[src/rtl/pong_pkg.sv]
// Shared Pong definitions: sequencer states, pixel colour type and screen geometry
// defaults used by the background, paddle and ball generators.
package pong_pkg;

  typedef enum logic [1:0] {
    IDLE  = 2'd0,
    ARMED = 2'd1,
    FLASH = 2'd2
  } state_t;

  typedef logic [2:0] rgb_t;

  localparam rgb_t COLOR_BLACK  = 3'b000;
  localparam rgb_t COLOR_BORDER = 3'b101;
  localparam rgb_t COLOR_NET    = 3'b111;
  localparam rgb_t COLOR_FLASH  = 3'b100;

  localparam int SCREEN_WIDTH  = 640;
  localparam int SCREEN_HEIGHT = 480;
  localparam int WALL_LINE     = 5;
  localparam int NET_W         = 4;
  localparam int NET_DASH_LOG2 = 4;

endpackage

[src/rtl/flash_sequencer.sv]
// Goal-flash sequencer: remembers the conceding side, waits for a frame boundary,
// then counts flash frames and reports the blink phase to the pixel path.
//   state | meaning
//   IDLE  | no flash pending, walls drawn normally
//   ARMED | goal seen, waiting for the next frame_start to begin flashing
//   FLASH | flashing the latched side's wall, fcnt counts frames
module flash_sequencer
  import pong_pkg::*;
#(
  parameter int FLASH_FRAMES = 6,
  parameter int BLINK_FRAMES = 2
) (
  input  logic clk,
  input  logic rst_n,
  input  logic frame_start,
  input  logic goal,
  input  logic goal_side,
  output logic busy,
  output logic flashing,
  output logic flash_on,
  output logic side
);

  localparam int FW = $clog2(FLASH_FRAMES + 1);
  localparam logic [FW-1:0] LAST_FRAME = FW'(FLASH_FRAMES - 1);
  localparam logic [31:0] BLINK_U = 32'(BLINK_FRAMES);

  state_t          state_q, state_d;
  logic [FW-1:0]   fcnt_q, fcnt_d;
  logic            side_q, side_d;

  always_ff @(posedge clk or negedge rst_n) begin
    if (!rst_n) begin
      state_q <= IDLE;
      fcnt_q  <= '0;
      side_q  <= 1'b0;
    end else begin
      state_q <= state_d;
      fcnt_q  <= fcnt_d;
      side_q  <= side_d;
    end
  end

  always_comb begin
    state_d = state_q;
    fcnt_d  = fcnt_q;
    side_d  = side_q;
    case (state_q)
      IDLE: begin
        if (goal) begin
          side_d  = goal_side;
          state_d = ARMED;
        end
      end
      ARMED: begin
        // a goal coinciding with frame_start still decides which side flashes
        if (goal) side_d = goal_side;
        if (frame_start) begin
          state_d = FLASH;
          fcnt_d  = '0;
        end
      end
      FLASH: begin
        if (goal) begin
          side_d  = goal_side;
          state_d = ARMED;
          fcnt_d  = '0;
        end else if (frame_start) begin
          if (fcnt_q == LAST_FRAME) begin
            state_d = IDLE;
            fcnt_d  = '0;
          end else begin
            fcnt_d = fcnt_q + 1'b1;
          end
        end
      end
      default: begin
        state_d = IDLE;
        fcnt_d  = '0;
      end
    endcase
  end

  assign busy     = (state_q != IDLE);
  assign flashing = (state_q == FLASH);
  assign flash_on = ((32'(fcnt_q) / BLINK_U) & 32'd1) == 32'd0;
  assign side     = side_q;

endmodule

[src/rtl/background_field.sv]
// Playfield background: wall frame, dashed centre net and goal-side wall flash,
// registered so rgb lags row/col by exactly one clock.
module background_field
  import pong_pkg::*;
#(
  parameter int   WIDTH        = SCREEN_WIDTH,
  parameter int   HEIGHT       = SCREEN_HEIGHT,
  parameter int   LINE         = WALL_LINE,
  parameter int   NET_WIDTH    = NET_W,
  parameter int   DASH_LOG2    = NET_DASH_LOG2,
  parameter rgb_t BORDER_COLOR = COLOR_BORDER,
  parameter rgb_t NET_COLOR    = COLOR_NET,
  parameter rgb_t FLASH_COLOR  = COLOR_FLASH,
  parameter int   FLASH_FRAMES = 6,
  parameter int   BLINK_FRAMES = 2
) (
  input  logic       clk,
  input  logic       rst_n,
  input  logic [9:0] row,
  input  logic [9:0] col,
  input  logic       frame_start,
  input  logic       goal,
  input  logic       goal_side,
  output logic [2:0] rgb,
  output logic       busy
);

  // 12-bit geometry keeps WIDTH-LINE and the net bounds from wrapping
  localparam logic [11:0] W_X     = 12'(WIDTH);
  localparam logic [11:0] H_Y     = 12'(HEIGHT);
  localparam logic [11:0] LINE_XY = 12'(LINE);
  localparam logic [11:0] RIGHT_X = 12'(WIDTH - LINE);
  localparam logic [11:0] BOT_Y   = 12'(HEIGHT - LINE);
  localparam logic [11:0] NET_LO  = 12'(WIDTH / 2 - NET_WIDTH / 2);
  localparam logic [11:0] NET_HI  = 12'(WIDTH / 2 - NET_WIDTH / 2 + NET_WIDTH);

  logic flashing, flash_on, side;
  rgb_t rgb_q, rgb_d;

  flash_sequencer #(
    .FLASH_FRAMES (FLASH_FRAMES),
    .BLINK_FRAMES (BLINK_FRAMES)
  ) u_seq (
    .clk         (clk),
    .rst_n       (rst_n),
    .frame_start (frame_start),
    .goal        (goal),
    .goal_side   (goal_side),
    .busy        (busy),
    .flashing    (flashing),
    .flash_on    (flash_on),
    .side        (side)
  );

  logic [11:0] row_x, col_x;
  logic        visible, left_wall, right_wall, tb_wall, net;
  rgb_t        flash_rgb;

  always_comb begin
    row_x      = {2'b00, row};
    col_x      = {2'b00, col};
    visible    = (row_x < H_Y) && (col_x < W_X);
    left_wall  = (col_x < LINE_XY);
    right_wall = (col_x >= RIGHT_X);
    tb_wall    = (row_x < LINE_XY) || (row_x >= BOT_Y);
    net        = (col_x >= NET_LO) && (col_x < NET_HI) && (row[DASH_LOG2] == 1'b0);
    flash_rgb  = flash_on ? FLASH_COLOR : COLOR_BLACK;

    rgb_d = COLOR_BLACK;
    if (!visible) begin
      rgb_d = COLOR_BLACK;
    end else if (left_wall) begin
      rgb_d = (flashing && !side) ? flash_rgb : BORDER_COLOR;
    end else if (right_wall) begin
      rgb_d = (flashing && side) ? flash_rgb : BORDER_COLOR;
    end else if (tb_wall) begin
      rgb_d = BORDER_COLOR;
    end else if (net) begin
      rgb_d = NET_COLOR;
    end
  end

  always_ff @(posedge clk or negedge rst_n) begin
    if (!rst_n) rgb_q <= COLOR_BLACK;
    else        rgb_q <= rgb_d;
  end

  assign rgb = rgb_q;

endmodule

[config.mk]
export PLATFORM = sky130hd
export DESIGN_NAME = background_field
export DESIGN_NICKNAME = d
export VERILOG_FILES = /design/src/rtl/pong_pkg.sv /design/src/rtl/flash_sequencer.sv /design/src/rtl/background_field.sv
export SDC_FILE = /design/constraint.sdc
export NUM_CORES = 1
export LEC_CHECK = 0
export ABC_AREA = 1
export CAP_MARGIN = 5
export CORE_UTILIZATION = 41
export CTS_CLUSTER_DIAMETER = 60
export DETAILED_ROUTE_END_ITERATION = 7
export GPL_TIMING_DRIVEN = 0
export PLACE_DENSITY = 0.88
export SLEW_MARGIN = 40
export SYNTH_ARGS = -nofsm -noshare
export SYNTH_HDL_FRONTEND = slang
export SYNTH_SLANG_ARGS = --single-unit
export TNS_END_PERCENT = 30
[constraint.sdc]
create_clock -name clk -period 1.5 [get_ports clk]
set_clock_uncertainty 0.15 [all_clocks]
set_input_delay 0.375 -clock clk [delete_from_list [all_inputs] [get_ports clk]]
set_output_delay 0.375 -clock clk [all_outputs]
set_load 0.02 [all_outputs]
After elaboration in Yosys (flattened, before gate mapping)
Cells that the tools add are included.
- bits in registers: 9
- bits of input ports: 25
- logic and storage cells: 55
- add/sub/neg operators: 1
- $lt $le $gt $ge: 8
- equal/unequal tests: 7
- mux-type cells: 19
- bitwise gates (word level): 2
- reduce and logical (&&, ||, !) cells: 14
- operators by type and width (cell ; number):
    $mux W3 ; 12
    $logic_not A32 Y1 ; 1
    $ge A10 B9 Y1 const B ; 2
    $lt A10 B3 Y1 const B ; 2
    $lt A10 B9 Y1 const B ; 2
    $ge A10 B10 Y1 const B ; 1
    $lt A10 B10 Y1 const B ; 1
    $mux W2 ; 5
    $pmux W3 S3 ; 1
    $pmux W2 S3 ; 1
    $logic_and A1 B1 Y1 ; 5
    $ne A2 B2 Y1 const B ; 2
    $reduce_and A4 Y1 ; 1
    $add A3 B1 Y3 const B ; 1
    $eq A3 B3 Y1 const B ; 1
    $ne A3 B2 Y1 const B ; 1
    $ne A3 B3 Y1 const B ; 1
    $reduce_and A3 Y1 ; 1
    $reduce_or A3 Y1 ; 1
    $eq A2 B1 Y1 const B ; 1
    $eq A2 B2 Y1 const B ; 1
    $logic_not A2 Y1 ; 1
    $not A1 Y1 ; 2
    $reduce_and A2 Y1 ; 1
    other kinds (3) ; 3

Depth between registers and ports, before layout
Gate-level depths: netlist of the first run.
- depth in word-level cells: 8
- depth in mapped cells: 8

Cells and area by module
Synthesis of the first run repeated with hierarchy kept, for this count alone.
- cell total of the unflattened synthesis: 124
- area, all modules: 770.7 sq um
- modules (own cells, without submodules) (module ; instances ; cells each ; area each (sq um) ; sequential area each (sq um)):
    background_field ; 1 ; 73 ; 401.6 ; 75.1
    flash_sequencer ; 1 ; 51 ; 369.1 ; 150.1

Worst setup path before layout of the first run
OpenSTA, ideal clock, no wires.
- path kind: register to register
- start point: register u_seq.state_q[0]
- end point: register u_seq.fcnt_q[1]
- setup time: 73 ps
- arrival: 1105 ps
- path slack: 172 ps
- cell stages (with the launch flop): 8
- path through: dfrtp_1 -> nor2_1 -> inv_1 -> nand4_1 -> nand2_1 -> nor2_2 -> nand2_1 -> a21oi_2
- longest elaborated chain between the ends: 3
- RTL lines (element ; RTL line ; source):
    from (decl) ; flash_sequencer.sv:28 ; state_t state_q, state_d;
    from (signal assigned) ; flash_sequencer.sv:38 ; state_q <= state_d;
    $eq A2 B2 Y1 (tied with other cells) ; flash_sequencer.sv:48 ; case (state_q)
    $ne A3 B3 Y1 (no source line) (tied with other cells) ; -- ;
    $reduce_and A3 Y1 (no source line) ; -- ;
    to (signal assigned) ; flash_sequencer.sv:39 ; fcnt_q <= fcnt_d;
    to (decl) ; flash_sequencer.sv:29 ; logic [FW-1:0] fcnt_q, fcnt_d;
Parallel ways exist; a longest one is shown, timed or not.
A chain may end at the register's enable or synchronous reset.

Worst setup path in the final report of the first run
- start point: register u_seq.state_q[1]
- end point: output port busy
- longest elaborated chain between the ends: 1
- RTL lines (element ; RTL line ; source):
    $reduce_bool A2 Y1 ; flash_sequencer.sv:84 ; assign busy = (state_q != IDLE);
    to (decl) ; background_field.sv:25 ; output logic busy
No other way between the ends.

==> impl_metrics.tcl, run 1 <==
set metrics [dict create \
    rsz0062_at_grt "true" \
    drt-vias-per-instance 5.07 \
    vias 857 \
    drt-wirelength-per-cell_um 11.6 \
    overflow 0 \
    cts_tree "yes" \
    slowest_delay_ns 0.41 \
    hold_path.class "input port to asynchronous set/reset pin" \
    critical-path-top-delay-family "flip-flops" \
    drt_pass1_iterations 6 \
    fin_crit_sh_pct 100 \
    async_flop_share_pct 100 \
    endpoint_kind "primary output" \
    pin_count 29 \
    final_core_util_pct 72.2 \
    cpMaxStageDelayCell "dfrtp_1" \
    cp_data_arrival_time_ns 0.98 \
    hold_violations 0 \
    grt_pass1_vias 786 \
    start_util_pct 45.4 \
    track_usage_pct 22.1 \
    relSlewSlack_pct 73.1 \
    critPathKind "flip-flop to primary output" \
    dieArea_um2 1900 \
    grt_start_max_net_pins 10 \
    synth_warnings 0 \
    ir_worst_vdd_v 0.000622 \
    yosys.cell_count.top_type "nand2_1" \
    gp_congestion 0.830 \
    post-dp-hpwl_mm 1.48 \
    worst_pin_slew_ns 0.403 \
    seq_area_frac_synth_pct 31.8 \
    synth_common_cells "nand2_1, inv_1, nor2_1, dfrtp_1, nand3_1" \
    power.density_nw_per_um2 955 \
    leakagePower_nw 0.694 \
    ff2ff_setup_slack_ns 0.03 \
    synth_top_flop_cell "dfrtp_1" \
    final_nets 179 \
    drcViolationCount 2 \
    synth.top_cell.area_share_pct 31.8 \
    grt_first_pass_wirelength_mm 3.08 \
    num_antenna_cells 0 \
    power_w 0.00107 \
    ant_nets 0 \
    die_h_um 43.6 \
    fmax_ghz 0.666 \
    syn_inst 118 \
    wl_mm 1.96 \
    cts_buffer_depth 2 \
    htree_levels 1 \
    period_needed_ns 1.50 \
    cp-start-kind "flip-flop" \
    violations "design-rule violations, negative setup slack" \
    cts_buffers 3 \
    critPathMaxFanout 3 \
    critPathBufInv 2 \
    whs_ns 0.254 \
    cp_data_required_time_ns 0.97 \
    synth.largest_area_cell "dfrtp_1" \
    cap_violations 0 \
    antenna_found_initial 0 \
    pre_cts_ws_ns -0.381 \
    cts-root-buf "clkbuf_4" \
    cts_sinks 9 \
    core_area_um2 1560 \
    ys_top_cells_by_area "dfrtp_1, nand2_1, inv_1, nor2_1, nand3_1" \
    netlist_area_um2 708 \
    area_delta_synth_final_pct 59.0 \
    synth_nets 143 \
    setup_slack_ns -0.00181 \
    hold_buffers 0 \
    syn_avg_cell_area_um2 6.00 \
    initialDrtViolationCount 10 \
    ys_ff_latch 9 \
    setup_viol 1 \
    crit_chain "nor2_1, inv_1, buf_6" \
    yosysUniqueCellTypes 16 \
    clk_latency_ns 0.26 \
    synth_edf_count 0 \
    status "complete, but fails checks" \
    path_clk_slew_ns 0.06 \
    rows 14 \
    die_w_um 43.6 \
    drv_slew 0 \
    final_layout_size_suffix_gt1_share_pct 15.7 \
    numPortBuffers 28 \
]
## per-stage QoR
stage	TNS, ns	cell area, µm²	cells
floorplan	0	708	118
finish	-0.00181	1130	169
CTS	-0.0950	1050	167
detailed placement	-1.79	1010	162
global placement	-1.43	1010	162
global route	-0.140	1130	169
## per-layer routing
metal / wire, µm / track usage, %
met5: 0 / 0
met3: 68 / 6.25
met4: 36 / 7.50
met2: 1070 / 39.7
met1: 784 / 24.7
## repair_timing
item | 4_1_cts | 5_1_grt
hold endpoints to repair | 0 | 0
setup buffers | 1 | 2
pin swaps | 1 | 12
setup endpoints to repair | 6 | 6
resized for setup | 16 | 24
## where the power goes
part | total, W | internal [W] | leakage (nW) | switching [W]
Clock | 0.000185 | 0.000102 | 0.0150 | 0.0000826
Sequential | 0.000346 | 0.000300 | 0.116 | 0.0000466
Combinational | 0.000544 | 0.000235 | 0.563 | 0.000309
## final cells by class
type | count | area (µm²)
well taps | 16 | 20.0
clock buffers | 4 | 26.3
inverters | 26 | 97.6
flip-flops and latches | 9 | 225
fillers | 138 | 433
multi-input cells | 83 | 420
repair buffers | 31 | 337
## logic make-up (layout without fill, tap and decap cells)
kind of cell	count (synthesis)	in the layout	synth area share, %
AO/OA/AOI/OAI	18	18	14.3
buffers and inverters	26	61	13.8
AND/OR/NAND/NOR	65	65	40.1
flip-flops	9	9	31.8
## path summary, 6_finish.rpt
path                                    endpoint             start  cells after the start
worst max-delay path                        busy  u_seq.state_q[1]                      3
max in group asynchronous        u_seq.fcnt_q[0]             rst_n                      1
worst max register to register   u_seq.fcnt_q[1]  u_seq.state_q[1]                      8
min in group clk                          rgb[1]            row[4]                      4
worst min register to register            rgb[0]        u_seq.side                      3
worst min-delay path            u_seq.state_q[0]             rst_n                      1
## placed cells by master (no fill, tap or decap)
cell / netlist / routed
clkbuf_1: 0 / 1
inv_1: 23 / 23
o21ai_1: 3 / 4
a21oi_2: 3 / 4
clkdlybuf4s50_1: 0 / 5
buf_6: 0 / 1
or2_4: 1 / 1
dlymetal6s2s_1: 0 / 16
dfrtp_1: 9 / 9
nor3_1: 5 / 4
clkbuf_4: 0 / 3
nor2_4: 1 / 3
dlygate4sd2_1: 0 / 6
nand2_2: 0 / 1
a21oi_1: 6 / 5
nand4_1: 3 / 3
nand2_1: 30 / 29
inv_2: 2 / 2
buf_4: 0 / 3
o21ai_2: 0 / 1
nand3_1: 7 / 7
o21ai_0: 6 / 4
clkinv_1: 1 / 1
nor3_2: 0 / 1
nor2_2: 2 / 4
nor2_1: 16 / 12
## registers in the layout (all words and copies together) (netlist names)
| signal | count |
|---|---|
| rgb | 3 |
| u_seq.fcnt_q | 3 |
| u_seq.state_q | 2 |
| u_seq.side | 1 |
## worst register-to-register path, stage by stage, from the launching register on
cell,delay [ns]
dfrtp_1,0.41
nor2_1,0.10
inv_1,0.07
buf_4,0.14
nand4_1,0.10
nand2_2,0.10
nor2_4,0.14
nand2_1,0.07
a21oi_2,0.11
Note: power is estimated with default switching activity, not from simulation.
==> inputs of run 2 (changes only) <==
--- a/config.mk
+++ b/config.mk
@@ -7,7 +7,9 @@
 export LEC_CHECK = 0
 export ABC_AREA = 1
 export CAP_MARGIN = 5
-export CORE_UTILIZATION = 41
+export CELL_PAD_IN_SITES_DETAIL_PLACEMENT = 1
+export CELL_PAD_IN_SITES_GLOBAL_PLACEMENT = 2
+export CORE_UTILIZATION = 20
 export CTS_CLUSTER_DIAMETER = 60
 export DETAILED_ROUTE_END_ITERATION = 7
 export GPL_TIMING_DRIVEN = 0
==> run 2 against run 1 <==
The run ends with negative setup slack left. Count of clock-buffer cells in the layout did not move. Total power down 0.96%. Combinational power is essentially flat. Largest cell class unchanged. Via count is 1.2% lower. Worst hold slack gained 0.016 ns. Routed wire length is 0.66% higher. Highest routed layer unchanged. Register-to-register slack gained 0.06 ns. First-iteration DRC count is 120% higher.
==> impl_metrics.tcl, run 2 (synthesized netlist as in run 1, its figures left out) <==
set metrics [dict create \
    cp_data_arrival_time_ns 1.48 \
    post-dp-hpwl_mm 1.71 \
    grt_pass1_vias 874 \
    antenna_found_initial 0 \
    fmax_ghz 0.665 \
    final_nets 179 \
    ff2ff_setup_slack_ns 0.09 \
    overflow 0 \
    violations "negative setup slack" \
    drt_pass1_iterations 2 \
    drv_slew 0 \
    htree_levels 1 \
    cp_data_required_time_ns 1.48 \
    cts_buffers 3 \
    worst_pin_slew_ns 0.414 \
    clk_latency_ns 0.25 \
    period_needed_ns 1.50 \
    hold_violations 0 \
    r2r_start "u_seq.state_q[0]" \
    pre_cts_ws_ns -0.412 \
    pin_count 29 \
    critPathMaxFanout 2 \
    ant_nets 0 \
    cts_sinks 9 \
    dieArea_um2 3780 \
    reg2reg_to "u_seq.fcnt_q[1]" \
    die_w_um 61.5 \
    critPathKind "input port to flip-flop" \
    cts-root-buf "clkbuf_4" \
    place_inst 192 \
    fin_cells 199 \
    num_antenna_cells 0 \
    start_util_pct 21.1 \
    final_layout_size_suffix_gt1_share_pct 19.6 \
    status "complete, but fails checks" \
    vias 847 \
    cap_violations 0 \
    final_common_cell "nand2_1" \
    grt_start_max_net_pins 10 \
    power.density_nw_per_um2 914 \
    rsz0062_at_grt "true" \
    setup_slack_ns -0.00299 \
    grt_first_pass_wirelength_mm 3.26 \
    numPortBuffers 28 \
    fillerInstances 457 \
    drt-wirelength-per-cell_um 9.90 \
    cts_tree "yes" \
    cts_buffer_depth 2 \
    initialDrtViolationCount 22 \
    layout.cells.most_common_list "nand2_1, inv_1, clkdlybuf4s50_1" \
    drcViolationCount 0 \
    relSlewSlack_pct 72.3 \
    hold_path.class "input port to asynchronous set/reset pin" \
    core_area_um2 3360 \
    rows 21 \
    cp-start-kind "input port" \
    die_h_um 61.5 \
    area_delta_synth_final_pct 64.5 \
    setup_viol 1 \
    gp_congestion 0.739 \
    drt-vias-per-instance 4.26 \
    endpoint_kind "flip-flop" \
    track_usage_pct 11.3 \
    fin_crit_sh_pct 100 \
    rr_worst_depth 8 \
    leakagePower_nw 0.632 \
    hold_buffers 0 \
    ir_worst_vdd_v 0.000210 \
    wl_mm 1.97 \
    path_clk_slew_ns 0.06 \
]
run 2: cell count changes in the layout (fill, tap and decap cells not counted), sizes merged:
cell | before | now
clkdlybuf4s50 | 5 | 12
dlymetal6s2s | 16 | 9
run 2: where the power goes:
group / leakage, nW / switching, W / internal (W)
clock: 0.0150 / 0.0000778 / 0.000102
combinational: 0.501 / 0.000307 / 0.000241
sequential: 0.116 / 0.0000378 / 0.000300
total: 0.632 / 0.000422 / 0.000642
run 2: layout make-up:
cell class | instances | area (µm²) | area share [%]
timing repair buffer | 31 | 319 | 27.4
multi-input combinational | 83 | 439 | 37.7
clock buffer | 4 | 26.3 | 2.26
inverter | 26 | 97.6 | 8.38
sequential | 9 | 225 | 19.3
tap | 46 | 57.6 | 4.94
run 2: worst max-delay path: stages:
cell and delay, ns:
clkdlybuf4s50_1 0.48, nand2_1 0.07, a21oi_2 0.17, nand2_1 0.08, o21ai_2 0.06, nand3_1 0.08, o21ai_1 0.08, a21oi_1 0.08
run 2: worst max path at each step:
stage | start | end | slack, ns
floorplan | u_seq.state_q[0] | u_seq.fcnt_q[1] | 0.17
global route | u_seq.state_q[0] | busy | -0.05
global placement | col[7] | rgb[0] | -0.41
CTS | u_seq.state_q[1] | busy | -0.17
detailed placement | col[7] | rgb[0] | -0.41
finish | col[0] | rgb[0] | -0.003
run 2: per-stage QoR:
| stage | area (µm²) | TNS (ns) | hold WS, ns | utilization, % | total power [W] |
|---|---|---|---|---|---|
| after floorplan | 708 | 0 | -0.0706 | - | 0.000634 |
| after global placement | 1050 | -1.80 | 0.430 | 31.1 | 0.000795 |
| after detailed placement | 1050 | -1.99 | 0.439 | 31.1 | 0.000815 |
| after CTS | 1090 | -0.331 | 0.276 | 32.4 | 0.00100 |
| after global routing | 1160 | -0.101 | 0.312 | 34.6 | 0.00116 |
| final | 1160 | -0.00299 | 0.269 | 34.6 | 0.00106 |
run 2: layer usage:
metal | vias up | wire length (µm) | part of all wire (%) | global-route usage (%)
met5 | - | 0 | 0 | 0
met4 | 0 | 19 | 0.96 | 4.13
met3 | 2 | 81 | 4.1 | 0.840
met2 | 23 | 1080 | 55 | 23.2
met1 | 386 | 788 | 40 | 11.7
li1 | 436 | - | - | -
run 2: timing repair:
action,in CTS,in global routing
hold endpoints to repair,0,0
buffers inserted,1,2
resized for setup,14,28
gates cloned,0,0
pin swaps,0,7
setup endpoints to repair,8,6
